--- config.mk ---
export PLATFORM = sky130hd
export DESIGN_NAME = i2c_scl_gen
export DESIGN_NICKNAME = d
export VERILOG_FILES = /design/src/rtl/i2c_scl_gen.sv
export SDC_FILE = /design/constraint.sdc
export NUM_CORES = 1
export LEC_CHECK = 0
export CORE_UTILIZATION = 35
export CTS_BUF_LIST = sky130_fd_sc_hd__clkbuf_2
export CTS_CLUSTER_DIAMETER = 30
export DETAILED_ROUTE_END_ITERATION = 16
export PLACE_DENSITY = 0.55
export SYNTH_ARGS = -nofsm -noshare
export SYNTH_HDL_FRONTEND = slang
export SYNTH_SLANG_ARGS = --single-unit
--- constraint.sdc ---
create_clock -name clk -period 2 [get_ports clk]
set_input_delay 0.3 -clock clk [delete_from_list [all_inputs] [get_ports clk]]
set_output_delay 0.3 -clock clk [all_outputs]
set_load 0.1 [all_outputs]
--- src/rtl/i2c_scl_gen.sv ---
// I2C master SCL generator: 4-phase SCL period of 4*DIVIDER clk cycles, with slave
// clock-stretch detection and a run/idle gate. Define STRETCH_TIMEOUT_EN to build the stretch timeout.
module i2c_scl_gen #(
    parameter int DIVIDER = 250,
    parameter int CBITS   = 10,
    parameter int TIMEOUT = 1000,
    parameter int TBITS   = 10
) (
    input  logic       clk,
    input  logic       rst,
    input  logic       ena,
    input  logic       scl_in,
    output logic       scl_oe,
    output logic       data_clk,
    output logic [1:0] phase,
    output logic       quarter_tick,
    output logic       stretching,
    output logic       timeout
);

    // Elaboration-time parameter legality checks
    if (DIVIDER < 4) begin : g_bad_divider
        $error("i2c_scl_gen: DIVIDER must be >= 4");
    end
    if ((1 << CBITS) <= (4 * DIVIDER - 1)) begin : g_bad_cbits
        $error("i2c_scl_gen: CBITS too small for 4*DIVIDER-1");
    end
    if (TIMEOUT < 1) begin : g_bad_timeout
        $error("i2c_scl_gen: TIMEOUT must be >= 1");
    end
    if ((1 << TBITS) <= TIMEOUT) begin : g_bad_tbits
        $error("i2c_scl_gen: TBITS too small for TIMEOUT");
    end

    localparam logic [CBITS-1:0] Q1    = CBITS'(DIVIDER);
    localparam logic [CBITS-1:0] Q2    = CBITS'(2 * DIVIDER);
    localparam logic [CBITS-1:0] Q3    = CBITS'(3 * DIVIDER);
    localparam logic [CBITS-1:0] LAST  = CBITS'(4 * DIVIDER - 1);
    // Two cycles after release, so the synchroniser has caught up with the bus
    localparam logic [CBITS-1:0] CHECK = CBITS'(2 * DIVIDER + 2);

    typedef enum logic [1:0] {
        IDLE    = 2'd0,
        RUN     = 2'd1,
        STRETCH = 2'd2
    } state_t;

    state_t           state_q, state_d;
    logic [CBITS-1:0] cnt_q, cnt_d;
    logic             scl_meta, scl_s;
    logic             expire;
    logic [1:0]       run_phase;

    always_ff @(posedge clk or posedge rst) begin
        if (rst) begin
            scl_meta <= 1'b1;
            scl_s    <= 1'b1;
        end else begin
            scl_meta <= scl_in;
            scl_s    <= scl_meta;
        end
    end

`ifdef STRETCH_TIMEOUT_EN
    logic [TBITS-1:0] stretch_q;
    logic             timeout_q;

    assign expire = (state_q == STRETCH) && !scl_s && (stretch_q == TBITS'(TIMEOUT - 1));

    always_ff @(posedge clk or posedge rst) begin
        if (rst) begin
            stretch_q <= '0;
            timeout_q <= 1'b0;
        end else begin
            if ((state_q == STRETCH) && !scl_s && !expire) begin
                stretch_q <= stretch_q + 1'b1;
            end else begin
                stretch_q <= '0;
            end
            if (expire) begin
                timeout_q <= 1'b1;
            end else if ((state_q == IDLE) && !ena) begin
                timeout_q <= 1'b0;
            end
        end
    end

    assign timeout = timeout_q;
`else
    assign expire  = 1'b0;
    assign timeout = 1'b0;
`endif

    always_ff @(posedge clk or posedge rst) begin
        if (rst) begin
            state_q <= IDLE;
            cnt_q   <= '0;
        end else begin
            state_q <= state_d;
            cnt_q   <= cnt_d;
        end
    end

    // ena is only honoured at the period wrap, so SCL never truncates mid-period
    always_comb begin
        state_d = state_q;
        cnt_d   = cnt_q;
        case (state_q)
            IDLE: begin
                cnt_d = '0;
                if (ena) begin
                    state_d = RUN;
                end
            end
            RUN: begin
                if ((cnt_q == CHECK) && !scl_s) begin
                    state_d = STRETCH;
                end else if (cnt_q == LAST) begin
                    cnt_d = '0;
                    if (!ena) begin
                        state_d = IDLE;
                    end
                end else begin
                    cnt_d = cnt_q + 1'b1;
                end
            end
            STRETCH: begin
                if (scl_s || expire) begin
                    state_d = RUN;
                    cnt_d   = cnt_q + 1'b1;
                end
            end
            default: begin
                state_d = IDLE;
                cnt_d   = '0;
            end
        endcase
    end

    always_comb begin
        if (cnt_q < Q1) begin
            run_phase = 2'd0;
        end else if (cnt_q < Q2) begin
            run_phase = 2'd1;
        end else if (cnt_q < Q3) begin
            run_phase = 2'd2;
        end else begin
            run_phase = 2'd3;
        end
    end

    always_comb begin
        scl_oe       = 1'b0;
        data_clk     = 1'b0;
        phase        = 2'd0;
        quarter_tick = 1'b0;
        stretching   = 1'b0;
        case (state_q)
            RUN: begin
                phase        = run_phase;
                scl_oe       = ~run_phase[1];
                data_clk     = run_phase[1] ^ run_phase[0];
                quarter_tick = (cnt_q == '0) || (cnt_q == Q1) || (cnt_q == Q2) || (cnt_q == Q3);
            end
            STRETCH: begin
                phase      = 2'd2;
                data_clk   = 1'b1;
                stretching = 1'b1;
            end
            default: begin
            end
        endcase
    end

endmodule

Word level (Yosys, flattened, before mapping)
Index checks and enable logic that the tools add are counted.

Input bits: 4. Register bits: 14.

Reduce and logical (&&, ||, !) cells: 9. Add/subtract/negate cells: 1. $lt $le $gt $ge: 3. Eq/ne operators: 12. Bitwise operators: 2. Muxes and demuxes: 18.

Operator list (number): $mux 10 (3); $eq 10x10->1 const B (2); $eq 10x9->1 const B (2); $pmux 10 s2 (1); $mux 2 (7); $add 10x1->10 const B (1); $eq 10x8->1 const B (1); $logic_not 10->1 (1); $lt 10x10->1 const B (1); $lt 10x8->1 const B (1); $lt 10x9->1 const B (1); $ne 2x2->1 const B (3); $ne 3x3->1 const B (2); $pmux 2 s3 (1); $mux 1 (4); $pmux 2 s2 (1); $reduce_and 4->1 (1); $logic_or 1x1->1 (3); $eq 2x1->1 const B (1); $eq 2x2->1 const B (1); $logic_not 2->1 (1); $pmux 1 s2 (1); $reduce_and 2->1 (1); $logic_and 1x1->1 (1); other kinds (3) (3).

Longest topological paths before layout
Gate-level depths: netlist (run 1).

Depth in word-level cells: 6. Mapped depth: 8.

Worst setup path before layout (run 1)
OpenSTA, ideal clock, no wires.

Kind: reg2out. Start point: register cnt_q[8]. End point: output phase[0]. Path slack: -1.561 ns. Cell stages (with the launch flop): 4. Arrival time: 3.261 ns. Buffers on the path: 1. Path through: dfrtp_1 > clkbuf_1 > or4_1 > a21boi_0.

Cells in the longest elaborated chain, start to end: 5.

Ends and longest elaborated chain: start: declaration (RTL line 49) `logic [CBITS-1:0] cnt_q, cnt_d;`; start signal: assignment (RTL line 100) `cnt_q <= cnt_d;`; $lt 10x10->1 (RTL line 145) `end else if (cnt_q < Q3) begin`; $mux 1 (RTL line 145); $mux 2 (RTL line 143) `end else if (cnt_q < Q2) begin`; $mux 2 (*) (RTL line 141) `if (cnt_q < Q1) begin`; $pmux 2 s2 (*) (RTL line 158) `case (state_q)`; end: declaration (RTL line 15) `output logic [1:0] phase,`.

Mark *: on every way between the ends. The rest lies on a longest branch, timed or not.

Worst setup path after layout (run 1)
Start point: register cnt_q[0]. End point: output quarter_tick.

Cells in the longest elaborated chain, start to end: 5.

Ends and longest elaborated chain: $eq 10x8->1 / $logic_not 10->1 (equally long branches) (RTL line 163) `quarter_tick = (cnt_q == '0) || (cnt_q == Q1) || (cnt_q == Q2) || (cnt_q == Q3);`; $logic_or 1x1->1 (2 in a row) (RTL line 163); $logic_or 1x1->1 (*) (RTL line 163); $mux 1 (*) (RTL line 158); end: declaration (RTL line 16) `output logic quarter_tick,`.

Marks and branches as above.

==> out/summary.txt, run 1 <==
Status: finished, violations left
Failing checks: design-rule violations, negative setup slack
Seq cells post-synth: 14
RePlAce Congestion: 0.808
YS warnings: 0
Starting DRC count in detailed routing: 53
Synthesized net count: 141
Avg Cell Area, Syn: 8.41 µm²
Asr flop ratio synth: 1.00
Ant. Diodes: 0
PortBufs: 9
Min cycle time layout: 2340 ps
Tot GR Track Use: 0.211
Antenna violations before repair: 0
Combinational share of power: 0.048
Synth Flop Type: dfrtp_1
Leading cell types by count after synthesis: o21ai_0 (14), dfrtp_1 (12), nand2_1 (12), nor2_1 (12), inv_1 (10)
Layout Cells excl Fill: 210
Pint: 0.000336 W
Pins Over Slew Limit: 0
Largest net degree at the start of global routing: 15
Routed wire length: 3300 µm
Util after Layout: 0.620
Clk sink count: 14
Worst Tran Pin Value: 562 ps
Die Wd: 57.9 µm
Vias in the first global route: 1,140
Count leader, synth: o21ai_0
Final setup viols: 7
Via count: 1,183
CP Capture Type: primary output
H-tree lvl count: 1
Worst skew pair latency: 300 ps
Crit path launch type: register
Residual DRC: 1
Max VDD drop: 0.176 mV
PwrDens: 261 nW/µm²
Clock share of power: 0.328
Crit path required time: 1700 ps
Die height: 57.9 µm
Post-Syn Instances: 130
Crit path DAT: 2040 ps
Period utilization: 1.17
Final hold slack: 322 ps
Layout cells sized above 1: 0.536
Synth area leaders: dfrtp_1 (27%), ha_1 (8.0%), o21ai_0 (6.4%)
Sequential share of power: 0.624
Post-CTS Hold Buffers: 0
Clock buffer depth: 2
Post-DP HPWL: 2210 µm
Critical path class: reg2out
CTS clk-pin slew, worst paths: 160 ps
P_sw: 0.000126 W
Rel. slew slack: 0.625
Clock tree root buffer cell: clkbuf_2
Final #Nets: 191
CORE AREA: 2850 µm²
Worst setup margin: -343 ps
Maxcap violations: 0
Area leader, netlist: dfrtp_1
Unrepaired setup endpoints after global routing: yes
First-pass GRT wire length: 5340 µm
Worst Skew: 0.940 ps
Layout area overhead: 61.7%
Yosys cell types: 44
HP Class: in2async
Drt pass-1 iters: 10
Fillers: 249
Congestion Overflow GR: 0
Initial Util: 0.383
Static leakage: 0.848 nW
IO Count: 11
Number of synthesized flops with an enable pin: 0
Post-route ant nets: 0
CP Max Fanout: 2
Cts bufs inserted: 3
Yosys top cell area share: 0.275
Via-per-instance ratio: 5.63
Fmax: 427 MHz
Syn Std Cell Area: 1090 µm²
Cell Rows: 19
Sw frac: 0.272
Setup TNS: -1140 ps
Die ar.: 3350 µm²
Cell total after placement: 192
DR WL/cell: 15.7 µm
Sequential element share of the synthesized area: 0.323
Final Hold Fails: 0
CTS tree: built
## sequential cells by signal, indices dropped and copies added (netlist names)
name / cells
cnt_q: 10
scl_s: 1
scl_meta: 1
state_q: 2
## metrics by stage
step / instance area [µm²] / power (W) / setup WS [ps]
finish: 1770 / 0.000462 / -343
global route: 1770 / 0.000481 / -410
CTS: 1670 / 0.000460 / -304
detailed placement: 1480 / 0.000316 / -94.3
global placement: 1480 / 0.000315 / -44.7
floorplan: 1140 / 0.000309 / -324
## layout by cell type, fill, tap and decap left out, types with 2 or more instances in the layout
cell / synthesis / routed
buf_12: 0 / 6
ha_1: 7 / 4
a21o_1: 2 / 2
o21ai_2: 0 / 3
clkdlybuf4s50_1: 0 / 3
or4_4: 0 / 3
nand2b_1: 2 / 2
buf_4: 3 / 38
dfstp_2: 2 / 2
dfrtp_1: 12 / 6
clkbuf_2: 0 / 3
o21ai_1: 0 / 2
ha_4: 0 / 2
nor4_4: 0 / 2
nand2_1: 12 / 11
a21oi_1: 6 / 4
nand3_2: 0 / 2
or3_4: 0 / 4
nand3_1: 7 / 5
buf_6: 1 / 5
o21ai_0: 14 / 9
inv_1: 10 / 8
dfrtp_2: 0 / 6
nor2_1: 12 / 10
inv_2: 0 / 2
## power groups by stage
| stage | Sequential (W) | Clock (W) | Combinational [W] |
|---|---|---|---|
| floorplan | 0.000293 | 0 | 0.0000154 |
| global placement | 0.000294 | 0 | 0.0000218 |
| detailed placement | 0.000294 | 0 | 0.0000220 |
| CTS | 0.000289 | 0.000150 | 0.0000220 |
| global route | 0.000289 | 0.000167 | 0.0000245 |
| finish | 0.000288 | 0.000152 | 0.0000221 |
## what timing repair did
action,4_1_cts,5_1_grt
buffers inserted,9,7
endpoints found under the hold margin,0,0
pin swaps,7,12
endpoints found under the setup margin,8,16
resized for setup,26,15
## kinds of logic after synthesis
family                   count (synthesis)  share of synthesized area
buffers and inverters                   17                     0.0858
other                                    1                    0.00343
AO/OA/AOI/OAI                           37                      0.232
flip-flops                              14                      0.323
adder cells (fa/ha/maj)                  7                     0.0801
AND/OR/NAND/NOR                         54                      0.276
## area by class of cell
| type | count | area [µm²] | share of cell area |
|---|---|---|---|
| flip-flops and latches | 14 | 360 | 0.204 |
| clock buffers | 3 | 15.0 | 0.00849 |
| well taps | 31 | 38.8 | 0.0219 |
| inverters | 10 | 37.5 | 0.0212 |
| clock inverters | 1 | 3.75 | 0.00212 |
| repair buffers | 52 | 492 | 0.278 |
| multi-input cells | 99 | 821 | 0.464 |
## layer usage
metal | track usage | up-vias | wire [µm]
met5 | 0 | - | 0
met4 | 0.0918 | 0 | 48
met3 | 0.0201 | 7 | 120
met2 | 0.348 | 32 | 1620
met1 | 0.282 | 580 | 1510
li1 | - | 564 | -
## worst paths after layout
path                                      start                   end  slack, ps  cells past startpoint
max                        cnt_q[0]$_DFFE_PP0P_          quarter_tick       -340                      7
min                                         rst  cnt_q[1]$_DFFE_PP0P_        320                      2
max reg2reg                cnt_q[1]$_DFFE_PP0P_  cnt_q[6]$_DFFE_PP0P_       -130                      8
min reg2reg                  scl_meta$_DFF_PP1_       scl_s$_DFF_PP1_        370                      0
max in group asynchronous                   rst  cnt_q[7]$_DFFE_PP0P_       1280                      2
min in group clk             scl_meta$_DFF_PP1_       scl_s$_DFF_PP1_        370                      0
## worst max-delay path, cell delays in order (launching register included)
cell and delay, ps:
dfrtp_1 420, inv_2 60, ha_1 130, nor4b_2 180, a32oi_1 140, or4_4 450, a21oi_4 170, buf_12 190
(Power assumes the default switching activity.)
==> run 2: changes to the inputs <==
- CORE_UTILIZATION: 35 -> 45
- PLACE_DENSITY: 0.55 -> 0.68
==> out/summary.txt, run 2 (synthesis results as in run 1) <==
Via count: 1,235 (+4.4%)
H-tree lvl count: 1 (unchanged)
Crit path launch type: register
Min cycle time layout: 2340 ps (-2.41 ps)
CP Max Fanout: 2 (unchanged)
Die Wd: 51.3 µm (-11%)
CTS tree: built
Layout cells sized above 1: 0.542 (+0.00606)
Setup TNS: -889 ps (+255 ps)
Drt pass-1 iters: 4 (-6)
Worst skew pair latency: 310 ps (about the same)
Clk sink count: 14 (unchanged)
Static leakage: 0.823 nW (-2.9%)
Rel. slew slack: 0.631 (+0.00633)
First-pass GRT wire length: 5130 µm (-4.0%)
Antenna violations before repair: 0 (unchanged)
DR WL/cell: 17.7 µm (+13%)
Largest net degree at the start of global routing: 15 (unchanged)
Failing checks: negative setup slack
Starting DRC count in detailed routing: 43 (-19%)
Pins Over Slew Limit: 0 (unchanged)
Ant. Diodes: 0 (unchanged)
Routed wire length: 3620 µm (+9.9%)
Largest registers: cnt_q: 10 flops, state_q: 2 flops
Worst setup margin: -341 ps (+2.41 ps)
RePlAce Congestion: 0.923 (+14%)
CP Capture Type: primary output
Critical path class: reg2out
Tot GR Track Use: 0.268 (+0.0566)
CTS clk-pin slew, worst paths: 170 ps (about the same)
Crit path DAT: 2040 ps (about the same)
Unrepaired setup endpoints after global routing: yes
Number of flip-flops in the largest register: 10 (unchanged)
FF/Latch Area: 363 µm² (+0.69%)
Worst Tran Pin Value: 552 ps (-9.49 ps)
Final Hold Fails: 0 (unchanged)
Initial Util: 0.485 (+0.102)
Status: finished, violations left
Final #Nets: 189 (-1.0%)
Post-DP HPWL: 2300 µm (+3.8%)
Via-per-instance ratio: 6.02 (+6.9%)
Commonest non-fill, non-tap cell in the layout: buf_4
Fmax: 427 MHz (+0.10%)
Clock buffer depth: 2 (unchanged)
Top reg by flops: cnt_q
Final setup viols: 5 (-2)
PortBufs: 9 (unchanged)
Period utilization: 1.17 (-0.00120)
Crit path required time: 1700 ps (about the same)
Vias in the first global route: 1,130 (-0.88%)
PwrDens: 261 nW/µm² (about the same)
Maxcap violations: 0 (unchanged)
Congestion Overflow GR: 0 (unchanged)
HP Class: in2async
Worst Skew: 26.5 ps (+25.5 ps)
Area of the multi-input gates: 820 µm² (-0.15%)
Most frequent cells in the layout: buf_4 (35), nand2_1 (10), o21ai_0 (10), nor2_1 (9)
Layout area overhead: 60.4%
Cell Rows: 17 (-2)
Fillers: 137 (-45%)
Die ar.: 2630 µm² (-22%)
Max VDD drop: 0.270 mV (+54%)
Cts bufs inserted: 3 (unchanged)
Residual DRC: 0 (-1)
Post-route ant nets: 0 (unchanged)
Util after Layout: 0.778 (+0.158)
Clock tree root buffer cell: clkbuf_2
IO Count: 11 (unchanged)
Die height: 51.3 µm (-11%)
CORE AREA: 2250 µm² (-21%)
-- run 2: routing by layer --
layer	up-vias	wire, µm	global-route usage
met4	0	114	0.131
met1	595	1470	0.322
met5	-	0	0
met3	15	224	0.0565
met2	67	1810	0.450
li1	558	-	-
-- run 2: area by class of cell --
class	count	area share
timing repair buffer	50	0.274
tap	28	0.0200
clock inverter	1	0.00214
sequential	14	0.207
multi-input combinational	99	0.467
inverter	10	0.0214
clock buffer	3	0.00856
-- run 2: report_power, final --
| group | internal [W] | switching [W] |
|---|---|---|
| combinational | 0.00000604 | 0.0000159 |
| sequential | 0.000287 | 0.00000154 |
| clock | 0.0000434 | 0.000104 |
| total | 0.000336 | 0.000122 |
-- run 2: worst paths after layout --
kind	startpoint	to	slack (ps)	cells after the start
max in group asynchronous	rst	scl_meta$_DFF_PP1_	1290	2
worst max register to register	state_q[1]$_DFFE_PP0P_	cnt_q[6]$_DFFE_PP0P_	-10	7
worst min register to register	scl_meta$_DFF_PP1_	scl_s$_DFF_PP1_	370	0
worst min-delay path	rst	cnt_q[2]$_DFFE_PP0P_	310	2
min in group clk	scl_meta$_DFF_PP1_	scl_s$_DFF_PP1_	370	0
worst max-delay path	cnt_q[1]$_DFFE_PP0P_	quarter_tick	-340	7
-- run 2: repair_timing --
item / 4_1_cts / 5_1_grt
endpoints found under the hold margin: 0 / 0
buffers inserted: 9 / 1
resized for setup: 22 / 18
pin swaps: 6 / 1
setup endpoints to repair: 8 / 11
hold buffers: 0 / 0
-- run 2: metrics by stage --
stage	area (µm²)	total power (W)	setup WS [ps]	cells	hold WS [ps]
2_1_floorplan	1140	0.000309	-324	130	188
3_3_place_gp	1500	0.000315	-40.2	191	347
3_5_place_dp	1500	0.000315	-103	191	352
4_1_cts	1660	0.000456	-325	204	344
5_1_grt	1750	0.000469	-454	205	371
6_report	1750	0.000458	-341	205	309
-- run 2: critical path: stages, from the launching register on --
cell     delay, ps
dfrtp_1        410
inv_1           70
ha_1           160
nor4b_4        190
a32oi_1        130
or4_4          440
a21oi_4        170
buf_12         190
==> run 3: changes to the inputs <==
- CORE_UTILIZATION: 45 -> 30
- PLACE_DENSITY: 0.68 -> 0.49
==> out/summary.txt, run 3 (synthesis results as in run 1) <==
Min cycle time layout: 2360 ps (+19.6 ps)
Tot GR Track Use: 0.175 (-0.0926)
Routed wire length: 3230 µm (-11%)
Crit path launch type: register
Worst Tran Pin Value: 582 ps (+29.8 ps)
P_sw: 0.000120 W (-1.7%)
Residual DRC: 0 (unchanged)
Fillers: 326 (+140%)
Final setup viols: 4 (-1)
Metal3 WL: 104 µm (-54%)
H-tree lvl count: 1 (unchanged)
Ant. Diodes: 0 (unchanged)
Worst Skew: 7.30 ps (-19.2 ps)
Starting DRC count in detailed routing: 36 (-16%)
Combinational share of power: 0.046 (-0.002)
CTS tree: built
PwrDens: 260 nW/µm² (-0.56%)
Worst Reg2Reg Path Length in Cells: 8 (+1)
Largest net degree at the start of global routing: 15 (unchanged)
Critical path class: reg2out
Antenna violations before repair: 0 (unchanged)
Rel. slew slack: 0.611 (-0.0199)
Area of the multi-input gates: 842 µm² (+2.7%)
Sequential share of power: 0.620 (-0.009)
CP Capture Type: primary output
Worst skew pair latency: 290 ps (-20 ps)
Largest registers: cnt_q: 10 flops, state_q: 2 flops
Post-route ant nets: 0 (unchanged)
FF-to-FF setup slack: 10 ps (+20 ps)
Status: finished, violations left
PortBufs: 9 (unchanged)
R2R Path Start: state_q[1]$_DFFE_PP0P_
Post-Route M1 WL: 1480 µm (+0.34%)
First-pass GRT wire length: 5340 µm (+4.2%)
IO Count: 11 (unchanged)
Congestion Overflow GR: 0 (unchanged)
Sw frac: 0.257 (-0.00885)
Clk sink count: 14 (unchanged)
Maxcap violations: 0 (unchanged)
Period utilization: 1.18 (+0.00982)
Via count: 1,160 (-6.1%)
Cts bufs inserted: 3 (unchanged)
Setup TNS: -1110 ps (-217 ps)
Commonest non-fill, non-tap cell in the layout: buf_4
CORE AREA: 3420 µm² (+51%)
Worst setup margin: -361 ps (-19.6 ps)
Crit path required time: 1700 ps (about the same)
Final #Nets: 189 (unchanged)
Clock buffer depth: 2 (unchanged)
Drt pass-1 iters: 4 (unchanged)
Vias in the first global route: 1,156 (+2.3%)
Critical Path Source: cnt_q[0]$_DFFE_PP0P_
Number of flip-flops in the largest register: 10 (unchanged)
DR top layer: met4
Failing checks: negative setup slack
Die ar.: 3890 µm² (+48%)
Final Hold Fails: 0 (unchanged)
Layout area overhead: 64.0%
Die Wd: 62.4 µm (+22%)
Most frequent cells in the layout: buf_4 (36), nor2_1 (10), nand2_1 (10)
Unrepaired setup endpoints after global routing: yes
CTS clk-pin slew, worst paths: 160 ps (about the same)
Post-CTS Hold Buffers: 0 (unchanged)
Static leakage: 0.830 nW (+0.84%)
Max VDD drop: 0.274 mV (+1.2%)
Cell Rows: 21 (+4)
Routed wl met2: 1560 µm (-14%)
RePlAce Congestion: 0.839 (-9.1%)
Top reg by flops: cnt_q
Crit path DAT: 2060 ps (+20 ps)
Die height: 62.4 µm (+22%)
Layout cells sized above 1: 0.542 (unchanged)
Via-per-instance ratio: 5.20 (-14%)
Pint: 0.000346 W (+2.9%)
Clock share of power: 0.334 (+0.011)
HP Class: in2async
DR WL/cell: 14.5 µm (-18%)
End of the worst register-to-register path: cnt_q[3]$_DFFE_PP0P_
Clock tree root buffer cell: clkbuf_2
FF/Latch Area: 359 µm² (-1.0%)
Fmax: 424 MHz (-0.83%)
Initial Util: 0.320 (-0.165)
CP Max Fanout: 2 (unchanged)
Final hold slack: 347 ps (+38.2 ps)
Pins Over Slew Limit: 0 (unchanged)
Post-DP HPWL: 2230 µm (-2.9%)
==> run 3: cell count changes in the layout (fill, tap and decap cells not counted), moves of 2 or more <==
cell     previous run  this run
nor2_2              3         1
dfrtp_2             8         5
dfrtp_1             4         7
o21ai_0            10         7
o21ai_2             0         2
==> run 3: area by class of cell <==
| type | instances | share of cell area |
|---|---|---|
| Inverter | 10 | 0.0209 |
| Clock buffer | 4 | 0.0112 |
| Tap cell | 46 | 0.0321 |
| Timing Repair Buffer | 50 | 0.266 |
| Sequential cell | 14 | 0.200 |
| Multi-Input combinational cell | 99 | 0.470 |
==> run 3: power by group through the flow <==
stage	Clock (W)	Sequential [W]	Combinational (W)
finish	0.000155	0.000289	0.0000216
CTS	0.000162	0.000289	0.0000223
global placement	0	0.000294	0.0000223
global route	0.000179	0.000289	0.0000242
detailed placement	0	0.000294	0.0000222
floorplan	0	0.000293	0.0000154
==> run 3: stage by stage <==
step | util | total power [W] | cell area (µm²) | instances | worst slack, ps
2_1_floorplan | - | 0.000309 | 1140 | 130 | -324
3_5_place_dp | 0.444 | 0.000316 | 1520 | 209 | -172
4_1_cts | 0.493 | 0.000473 | 1690 | 221 | -355
3_3_place_gp | 0.444 | 0.000316 | 1520 | 209 | -149
6_report | 0.525 | 0.000466 | 1790 | 223 | -361
5_1_grt | 0.525 | 0.000492 | 1790 | 223 | -476
==> run 3: worst max path at each step <==
| stage | endpoint | slack, ps | cells past startpoint |
|---|---|---|---|
| 5_1_grt | quarter_tick | -480 | 6 |
| 4_1_cts | quarter_tick | -360 | 7 |
| 3_5_place_dp | quarter_tick | -170 | 7 |
| 6_report | quarter_tick | -360 | 7 |
| 2_1_floorplan | phase[0] | -320 | 3 |
| 3_3_place_gp | quarter_tick | -150 | 7 |
==> run 3: routing by layer <==
layer / GRT usage / vias up
li1: - / 563
met1: 0.235 / 562
met5: 0 / -
met3: 0.0255 / 9
met4: 0.0901 / 0
met2: 0.272 / 26
==> run 3: timing repair <==
| item | 4_1_cts | 5_1_grt |
|---|---|---|
| endpoints found under the setup margin | 9 | 14 |
| pin swaps | 4 | 7 |
| gates resized for setup | 22 | 22 |
| setup buffers | 8 | 2 |
==> run 3: worst max-delay path: stages, from the launching register on <==
cell	delay, ps
dfrtp_1	420
inv_2	80
ha_4	150
nor4b_4	200
a32oi_1	130
or4_4	440
a21oi_4	160
buf_12	190
